## src/rtl/mul_share_ctrl.sv

```systemverilog
// Round-robin sequencer sharing one repeated-addition multiplier among NUM_REQ requesters.
// Optional feature: define MUL_ZERO_BYPASS_EN to short-circuit jobs with a zero operand.
module mul_share_ctrl #(
    parameter int NUM_REQ = 4,
    parameter int DW      = 8,
    localparam int ID_W   = $clog2(NUM_REQ)
) (
    input  logic                  clk,
    input  logic                  rst,
    input  logic [NUM_REQ-1:0]    req_valid,
    input  logic [NUM_REQ*DW-1:0] req_a,
    input  logic [NUM_REQ*DW-1:0] req_b,
    output logic [NUM_REQ-1:0]    req_ready,
    output logic [DW-1:0]         dp_a,
    output logic [DW-1:0]         dp_b,
    output logic                  dp_lda,
    output logic                  dp_ldb,
    output logic                  dp_ldp,
    output logic                  dp_clrp,
    output logic                  dp_decb,
    input  logic                  dp_done,
    input  logic [DW-1:0]         dp_product,
    output logic                  rsp_valid,
    input  logic                  rsp_ready,
    output logic [ID_W-1:0]       rsp_id,
    output logic [DW-1:0]         rsp_data,
    output logic                  busy
);

    typedef enum logic [1:0] {IDLE, LOAD, ACCUM, RESP} state_t;

    state_t         state, state_nxt;
    logic [ID_W-1:0] rr_ptr;
    logic [ID_W-1:0] win;
    logic            any;
    logic            grant;
    logic [DW-1:0]   a_arr [NUM_REQ];
    logic [DW-1:0]   b_arr [NUM_REQ];

    for (genvar g = 0; g < NUM_REQ; g++) begin : g_unpack
        assign a_arr[g] = req_a[g*DW +: DW];
        assign b_arr[g] = req_b[g*DW +: DW];
    end

    // Scan offsets downward so the smallest offset from rr_ptr wins last.
    always_comb begin
        logic [ID_W:0]   s;
        logic [ID_W-1:0] idx;
        any = 1'b0;
        win = '0;
        s   = '0;
        idx = '0;
        for (int k = NUM_REQ-1; k >= 0; k--) begin
            s = {1'b0, rr_ptr} + (ID_W+1)'(k);
            if (s >= (ID_W+1)'(NUM_REQ)) s = s - (ID_W+1)'(NUM_REQ);
            idx = s[ID_W-1:0];
            if (req_valid[idx]) begin
                any = 1'b1;
                win = idx;
            end
        end
    end

    assign grant = (state == IDLE) && any;

`ifdef MUL_ZERO_BYPASS_EN
    logic zero_now, zero_q;
    assign zero_now = (a_arr[win] == '0) || (b_arr[win] == '0);

    always_ff @(posedge clk or posedge rst) begin
        if (rst)        zero_q <= 1'b0;
        else if (grant) zero_q <= zero_now;
    end

    assign rsp_data = (state == RESP && zero_q) ? '0 : dp_product;
`else
    assign rsp_data = dp_product;
`endif

    always_ff @(posedge clk or posedge rst) begin
        if (rst) begin
            state  <= IDLE;
            rr_ptr <= '0;
            dp_a   <= '0;
            dp_b   <= '0;
            rsp_id <= '0;
        end else begin
            state <= state_nxt;
            if (grant) begin
                dp_a   <= a_arr[win];
                dp_b   <= b_arr[win];
                rsp_id <= win;
                rr_ptr <= (win == ID_W'(NUM_REQ-1)) ? '0 : win + ID_W'(1);
            end
        end
    end

    always_comb begin
        state_nxt = state;
        req_ready = '0;
        dp_lda    = 1'b0;
        dp_ldb    = 1'b0;
        dp_ldp    = 1'b0;
        dp_clrp   = 1'b0;
        dp_decb   = 1'b0;
        rsp_valid = 1'b0;
        case (state)
            IDLE: begin
                dp_clrp = 1'b1;
                if (any) begin
                    req_ready[win] = 1'b1;
`ifdef MUL_ZERO_BYPASS_EN
                    state_nxt = zero_now ? RESP : LOAD;
`else
                    state_nxt = LOAD;
`endif
                end
            end
            LOAD: begin
                dp_lda    = 1'b1;
                dp_ldb    = 1'b1;
                dp_clrp   = 1'b1;
                state_nxt = ACCUM;
            end
            ACCUM: begin
                dp_ldp  = !dp_done;
                dp_decb = !dp_done;
                if (dp_done) state_nxt = RESP;
            end
            RESP: begin
                rsp_valid = 1'b1;
                if (rsp_ready) state_nxt = IDLE;
            end
            default: state_nxt = IDLE;
        endcase
    end

    assign busy = (state != IDLE);

endmodule

```

## config.mk

```make
export PLATFORM = sky130hd
export DESIGN_NAME = mul_share_ctrl
export DESIGN_NICKNAME = d
export VERILOG_FILES = /design/src/rtl/mul_share_ctrl.sv
export SDC_FILE = /design/constraint.sdc
export NUM_CORES = 1
export LEC_CHECK = 0
export CAP_MARGIN = 40
export CORE_MARGIN = 2
export CORE_UTILIZATION = 38
export DETAILED_ROUTE_END_ITERATION = 16
export PLACE_DENSITY = 0.85
export SYNTH_ARGS = -nofsm -noshare
export SYNTH_HDL_FRONTEND = slang
export SYNTH_SLANG_ARGS = --single-unit
```

## constraint.sdc

```tcl
create_clock -name clk -period 5 [get_ports clk]
set_input_delay 0.75 -clock clk [delete_from_list [all_inputs] [get_ports clk]]
set_output_delay 0.75 -clock clk [all_outputs]
set_load 0.02 [all_outputs]
```

# == Yosys cells after proc, flatten, opt, wreduce, memory -nomap -nowiden ==
# Cells that the tools add are included.
# word_totals
register_bits,22
input_bits,80
output_inout_bits,37
word_cells,78
# op_classes
n_addsub,8
magnitude_cmp,11
eq_ne,7
muxes,39
bitwise,1
reduce_logical,7
# ops
cell,n
$bmux W8 S2,2
$mux W8,4
$mux W2,12
$lt A2 B3 Y1 const B,5
$mux W1,13
$ge A3 B3 Y1 const B,4
$bmux W1 S2,4
$mux W4,2
$pmux W2 S4,1
$sub A2 B1 Y2 const B,4
$add A2 B2 Y3 const B,2
$eq A2 B2 Y1 const B,3
$ne A2 B2 Y1 const B,3
$add A2 B1 Y3 const B,1
$ge A2 B3 Y1 const B,1
$not A2 Y3,1
$reduce_and A3 Y1,1
$add A2 B1 Y2 const B,1
$demux W1 S2,1
$eq A2 B1 Y1 const B,1
$ge A2 B1 Y1 const B,1
$logic_and A1 B1 Y1,2
$logic_not A2 Y1,1
$reduce_bool A2 Y1,1
2 further kinds,2

# == Depth between registers and ports, before layout ==
# Gate-level depths: netlist of the first run.
# logic_depth
depth_word,15
ltp_mapped,9

# == Least setup slack after synthesis of the first run ==
# Ideal clock, no wire load.
# synth_path
kind,input to output
from,input req_valid[1]
to,output req_ready[1]
arrival_time_ns,1.945
required_time_ns,4.250
path_slack_ns,2.305
stages,6
cell_sequence,a21boi_1 o32a_2 nand2_4 buf_12 buf_12 nor3_1
# synth_between
elab_chain_cells,12
elab_cells_between_ends,23
classes_between,order compare (2); mux (20); reduce/logical (1)
# synth_lines
item,line,source
start: declaration,10,"input logic [NUM_REQ-1:0] req_valid,"
$bmux W1 S2,57,if (req_valid[idx]) begin
$mux W1 (not written as such),57,
$mux W2 (4 in a row),57,
$lt A2 B3 Y1 (not written as such) / $ge A2 B1 Y1 (equally long branches),111,req_ready[win] = 1'b1;
$logic_and A1 B1 Y1 (not written as such),111,
$mux W1 (not written as such),111,
$demux W1 S2,111,
$mux W4 *,110,if (any) begin
$mux W4 *,107,case (state)
end: declaration,13,"output logic [NUM_REQ-1:0] req_ready,"
# Mark *: on every way between the ends. The rest lies on a longest branch, timed or not. The select of a mux whose other input is x is not followed.

# == Worst setup path in the final report of the first run ==
# layout_path
from,input req_valid[2]
to,output req_ready[3]
# The elaborated chain is that of the path after synthesis.

==> flow_summary.ini, run 1 <==
[global_routing]
grt_overflow = 0
grt_max_degree = 21
grt_pass1_wl_um = 7620
first_global_vias = 1612
grt_use_total = 0.194
antenna_found_initial = 0

[timing]
skew_ns = 0.00389
maxSlewHeadroom = 0.542
post-route-min-period_ns = 4.20
rsz0062_at_grt = no
report.final.setup_viol = 0
tightest_slew_ns = 0.687
max_freq_mhz = 238
hold_viol = 0
setup_ws_ns = 0.799
slew_violations = 0
setup_tns_ns = 0
fin_crit_sh = 0.840

[cts]
cts_tree = built
clk_pin_slew_ns = 0.08
cts-root-buf = clkbuf_8
clock_path_buffers = 2
postCtsHoldBufs = 0
cts_htree_levels = 1
cts_sinks = 22
ctsResizeCount = 0
clock_latency_ns = 0.26
cts_made_buffers = 3
post_cts_buffers = 0

[setup_path]
cp-start-kind = input pin
reg2regPathDepth = 7
crit_arrival_ns = 3.45
path_buf_inv = 3
critPathSlowestCell = clkdlybuf4s50_1
cp-end-kind = output pin
slowest_delay_ns = 0.60
path_max_fanout = 20
cp_common_cell = clkdlybuf4s50_1
crit_chain = clkdlybuf4s50_1 -> mux2i_1 -> or2_1 -> nand2_4 -> inv_2 -> ha_1 -> and2_1 -> clkdlybuf4s50_1
cp.required_ns = 4.25
crit_type = input pin to output pin
cp_num_cells = 8
cp_top_family = buffers and inverters

[yosys]
synth_top_cell_area_share = 0.337
yosys-top-cells-count = a211oi_1 (25), dfrtp_1 (22), nor2_1 (20), mux2i_1 (17), a21boi_0 (14)
synthTopCellsByArea = dfrtp_1 (34%), a211oi_1 (11%), mux2i_1 (10%), a21boi_0 (6.4%), a211oi_2 (5.4%)
synth_nets = 255
async_reset_ff_frac = 1.00
synth_area_um2 = 1630
ys_warn_count = 0
synth_most_common_cell = a211oi_1
syn_avg_cell_area_um2 = 9.61
synth_cells = 170
synth_seq_cells = 22
yosysSeqAreaShare = 0.337
yosysTopAreaCell = dfrtp_1
synth_edf_count = 0
ys_types = 32
ys.flop_type = dfrtp_1

[final_layout]
drive_gt1_frac = 0.0820
final_nets = 343
area_growth_pct = 60.0
fillers = 340
insertedDiodeCount = 0

[routing]
viasPerCell = 5.14
antenna_left = 0
drt_pass1_iterations = 4
wl_per_cell_um = 15.1
route.vias.total = 1572
drt_iter0_markers = 80
postRouteWirelength_um = 4620
post-route-drc-count = 0

[run_status]
outcome = complete, no violations

[die]
start_util = 0.403
num_io_pins = 117
coreArea_um2 = 4060
rows = 23
fp.dieArea_um2 = 4840
dieHeight_um = 69.6
die_x_um = 69.6

[power_and_ir_drop]
total_leakage_power_nw = 1.04
power-per-cell-area_nw_per_um2 = 505
ir_drop_uv = 236

[hold_path]
whs_path_depth = 1
hold_class = register to register

[placed_design]
io_buffers = 100
place_ws_ns = 0.770
dp.final_hpwl_um = 3730
gp_congestion = 0.799

[job]
maxCapViolCount = 0
==> registers in the layout, indices dropped and copies added, names as in the netlist <==
register  cells
dp_a          8
rsp_id        2
rr_ptr        2
state         2
dp_b          8
==> layer usage <==
| layer | share of wire | routed length [um] | up-vias | global-route usage |
|---|---|---|---|---|
| li1 | - | - | 777 | - |
| met1 | 0.42 | 1940 | 721 | 0.236 |
| met2 | 0.50 | 2320 | 64 | 0.339 |
| met3 | 0.060 | 276 | 10 | 0.0334 |
| met4 | 0.019 | 87 | 0 | 0.0741 |
| met5 | 0 | 0 | - | 0 |
==> report_power, final <==
| group | switching, W | internal [W] |
|---|---|---|
| logic | 0.000463 | 0.000415 |
| clock network | 0.0000569 | 0.0000537 |
| registers | 0.0000599 | 0.000271 |
| total | 0.000580 | 0.000740 |
==> cell families (layout without fill, tap and decap cells) <==
kind of cell | after synthesis | in the layout | synth area share
AO/OA/AOI/OAI | 60 | 60 | 0.296
adder cells (fa/ha/maj) | 5 | 5 | 0.0383
buffers and inverters | 28 | 114 | 0.114
flip-flops | 22 | 22 | 0.337
multiplexers | 17 | 17 | 0.104
AND/OR/NAND/NOR | 38 | 38 | 0.110
==> placed cells by master (no fill, tap or decap), drive strengths merged <==
master / netlist / layout
nor4: 1 / 1
inv: 8 / 8
nor3: 2 / 2
a211oi: 32 / 32
a21boi: 17 / 17
nor2b: 2 / 2
a21oi: 2 / 2
a311oi: 1 / 1
clkbuf: 4 / 3
clkdlybuf4s50: 0 / 100
and2: 2 / 2
or2: 2 / 2
mux2i: 17 / 17
o21ai: 5 / 5
nand2b: 2 / 2
nor2: 20 / 20
nand2: 7 / 7
a221oi: 1 / 1
dfrtp: 22 / 22
buf: 16 / 3
ha: 5 / 5
o32a: 1 / 1
a21o: 1 / 1
==> area by class of cell <==
cell class              instances  area, um^2  area share
clock buffers                   3        41.3      0.0158
inverters                       8        30.0      0.0115
multi-input cells             120         900       0.344
flip-flops and latches         22         551       0.211
well taps                      50        62.6      0.0239
repair buffers                103        1030       0.394
==> worst register-to-register path: stages (launching register included) <==
cell     delay [ns]
dfrtp_1        0.46
mux2i_1        0.20
or2_1          0.45
nand2_4        0.33
inv_2          0.37
ha_1           0.29
nand2_1        0.06
nand2_1        0.05
==> stage by stage <==
stage	instance area [um^2]	total power, W	hold slack [ns]	util	instances
6_report	2620	0.00132	0.491	0.644	306
5_1_grt	2620	0.00142	0.530	0.644	306
4_1_cts	2620	0.00134	0.496	0.644	306
3_5_place_dp	2570	0.00122	0.478	0.634	303
3_3_place_gp	2560	0.00120	0.463	0.631	302
2_1_floorplan	1630	0.000910	0.523	-	170
==> final timing paths <==
kind                                  startpoint                     to  slack [ns]
setup / recovery                    req_valid[2]           req_ready[3]        0.80
hold / removal             rsp_id[1]$_DFFE_PP0P_  rsp_id[1]$_DFFE_PP0P_        0.49
setup reg to reg           rr_ptr[1]$_DFFE_PP0P_  rr_ptr[1]$_DFFE_PP0P_        2.71
hold reg to reg            rsp_id[1]$_DFFE_PP0P_  rsp_id[1]$_DFFE_PP0P_        0.49
max in group asynchronous                    rst    dp_b[3]$_DFFE_PP0P_        3.74
min in group asynchronous                    rst    dp_b[7]$_DFFE_PP0P_        0.81
No activity file was read; power rests on OpenSTA's default activity.
==> inputs of run 2 (changes only) <==
- CORE_UTILIZATION: 38 -> 32
- PLACE_DENSITY: 0.85 -> 0.76
- clock period: 5 -> 3.6 ns (I/O delays scaled with it)
==> flow_summary.ini, run 2 (synthesis gave the netlist of run 1 again) <==
[routing]
wl_per_cell_um = 14.2
post-route-drc-count = 0
drt_pass1_iterations = 4
viasPerCell = 4.95
antenna_left = 0
postRouteWirelength_um = 4710
drt_iter0_markers = 33
route.vias.total = 1644

[setup_path]
crit_start = req_valid[2]
cp.required_ns = 3.06
r2r_slack_ns = 1.78
worstReg2RegStart = rr_ptr[1]$_DFFE_PP0P_
reg2regPathDepth = 5
path_max_fanout = 19
crit_arrival_ns = 2.82
crit_type = input pin to output pin
r2r_end = dp_b[4]$_DFFE_PP0P_
cp-end-kind = output pin
cp-endpoint = req_ready[3]
cp-start-kind = input pin

[final_layout]
instances_no_fill = 332
final_cell_mix = clkdlybuf4s50_1 (100), a211oi_1 (25), dfrtp_1 (22)
largestRegisters = dp_a: 8 flops, dp_b: 8 flops
insertedDiodeCount = 0
mostFrequentLayoutCell = clkdlybuf4s50_1
drive_gt1_frac = 0.103
final_nets = 349
area_growth_pct = 64.3
final_area_um2 = 2690

[placed_design]
dp_cells = 329
io_buffers = 100
dp.final_hpwl_um = 3750
gp_congestion = 0.787
placed_area_um2 = 2640

[global_routing]
first_global_vias = 1627
grt_use_total = 0.170
grt_max_degree = 20
antenna_found_initial = 0
grt_overflow = 0
grt_pass1_wl_um = 7470

[die]
rows = 26
fp.dieArea_um2 = 5690
num_io_pins = 117
coreArea_um2 = 5010
dieHeight_um = 75.5
start_util = 0.326
die_x_um = 75.5

[cts]
postCtsHoldBufs = 0
clock_latency_ns = 0.26
cts_htree_levels = 1
cts-root-buf = clkbuf_8
clk_pin_slew_ns = 0.08
cts_tree = built
cts_sinks = 22
cts_made_buffers = 3
post_cts_buffers = 0
clock_path_buffers = 2
ctsResizeCount = 0

[power_and_ir_drop]
seqPwrFrac = 0.241
finalPower_w = 0.00189
clkPwrFrac = 0.081
power-per-cell-area_nw_per_um2 = 702
internal_power_w = 0.00105
p_sw_w = 0.000831
total_leakage_power_nw = 1.07
sw_frac_of_total = 0.441
ir_drop_uv = 318
pwr-share-comb = 0.677

[timing]
fin_crit_sh = 0.933
post-route-min-period_ns = 3.36
slew_violations = 0
tightest_slew_ns = 0.422
rsz0062_at_grt = no
setup_tns_ns = 0
whs_ns = 0.499
report.final.setup_viol = 0
max_freq_mhz = 298
maxSlewHeadroom = 0.718
hold_viol = 0
skew_ns = 0.00425

[run_status]
outcome = complete, no violations

[hold_path]
hold_class = register to register
whs_path_depth = 2

[job]
maxCapViolCount = 0
-- run 2: power groups by stage --
stage          Sequential [W]  Combinational (W)  Clock [W]
6_report             0.000455            0.00128   0.000154
5_1_grt              0.000470            0.00139   0.000165
4_1_cts              0.000456            0.00130   0.000157
3_5_place_dp         0.000459            0.00129          0
3_3_place_gp         0.000455            0.00128          0
2_1_floorplan        0.000572           0.000693          0
-- run 2: worst min path at each step --
stage | start | endpoint | slack [ns]
2_1_floorplan | rr_ptr[0]$_DFFE_PP0P_ | rr_ptr[0]$_DFFE_PP0P_ | 0.52
3_3_place_gp | rsp_id[1]$_DFFE_PP0P_ | rsp_id[1]$_DFFE_PP0P_ | 0.48
3_5_place_dp | rsp_id[0]$_DFFE_PP0P_ | rsp_id[0]$_DFFE_PP0P_ | 0.48
4_1_cts | rsp_id[0]$_DFFE_PP0P_ | rsp_id[0]$_DFFE_PP0P_ | 0.51
5_1_grt | rsp_id[1]$_DFFE_PP0P_ | rsp_id[1]$_DFFE_PP0P_ | 0.53
6_report | rsp_id[0]$_DFFE_PP0P_ | rsp_id[0]$_DFFE_PP0P_ | 0.50
-- run 2: final cells by class --
type / count / area, um^2
inverter: 8 / 30.0
fill: 502 / 2320
tap: 70 / 87.6
sequential: 22 / 551
clock buffer: 3 / 41.3
timing repair buffer: 109 / 1080
multi-input combinational: 120 / 900
-- run 2: layer usage --
metal / wire, um / GRT usage / up-vias
li1: - / - / 796
met1: 1950 / 0.212 / 784
met2: 2400 / 0.300 / 60
met3: 322 / 0.0331 / 4
met4: 44 / 0.0468 / 0
met5: 0 / 0 / -
-- run 2: critical path: stages --
cell,delay [ns]
clkdlybuf4s50_1,0.55
inv_1,0.06
o32a_2,0.39
nand2_4,0.17
inv_2,0.19
ha_1,0.24
and2_1,0.13
clkdlybuf4s50_1,0.53
-- run 2: stage by stage --
step	utilization	setup WS, ns
final	0.536	0.240
after global routing	0.536	0.129
after CTS	0.536	0.206
after detailed placement	0.528	0.215
after global placement	0.525	0.231
after floorplan	-	1.33
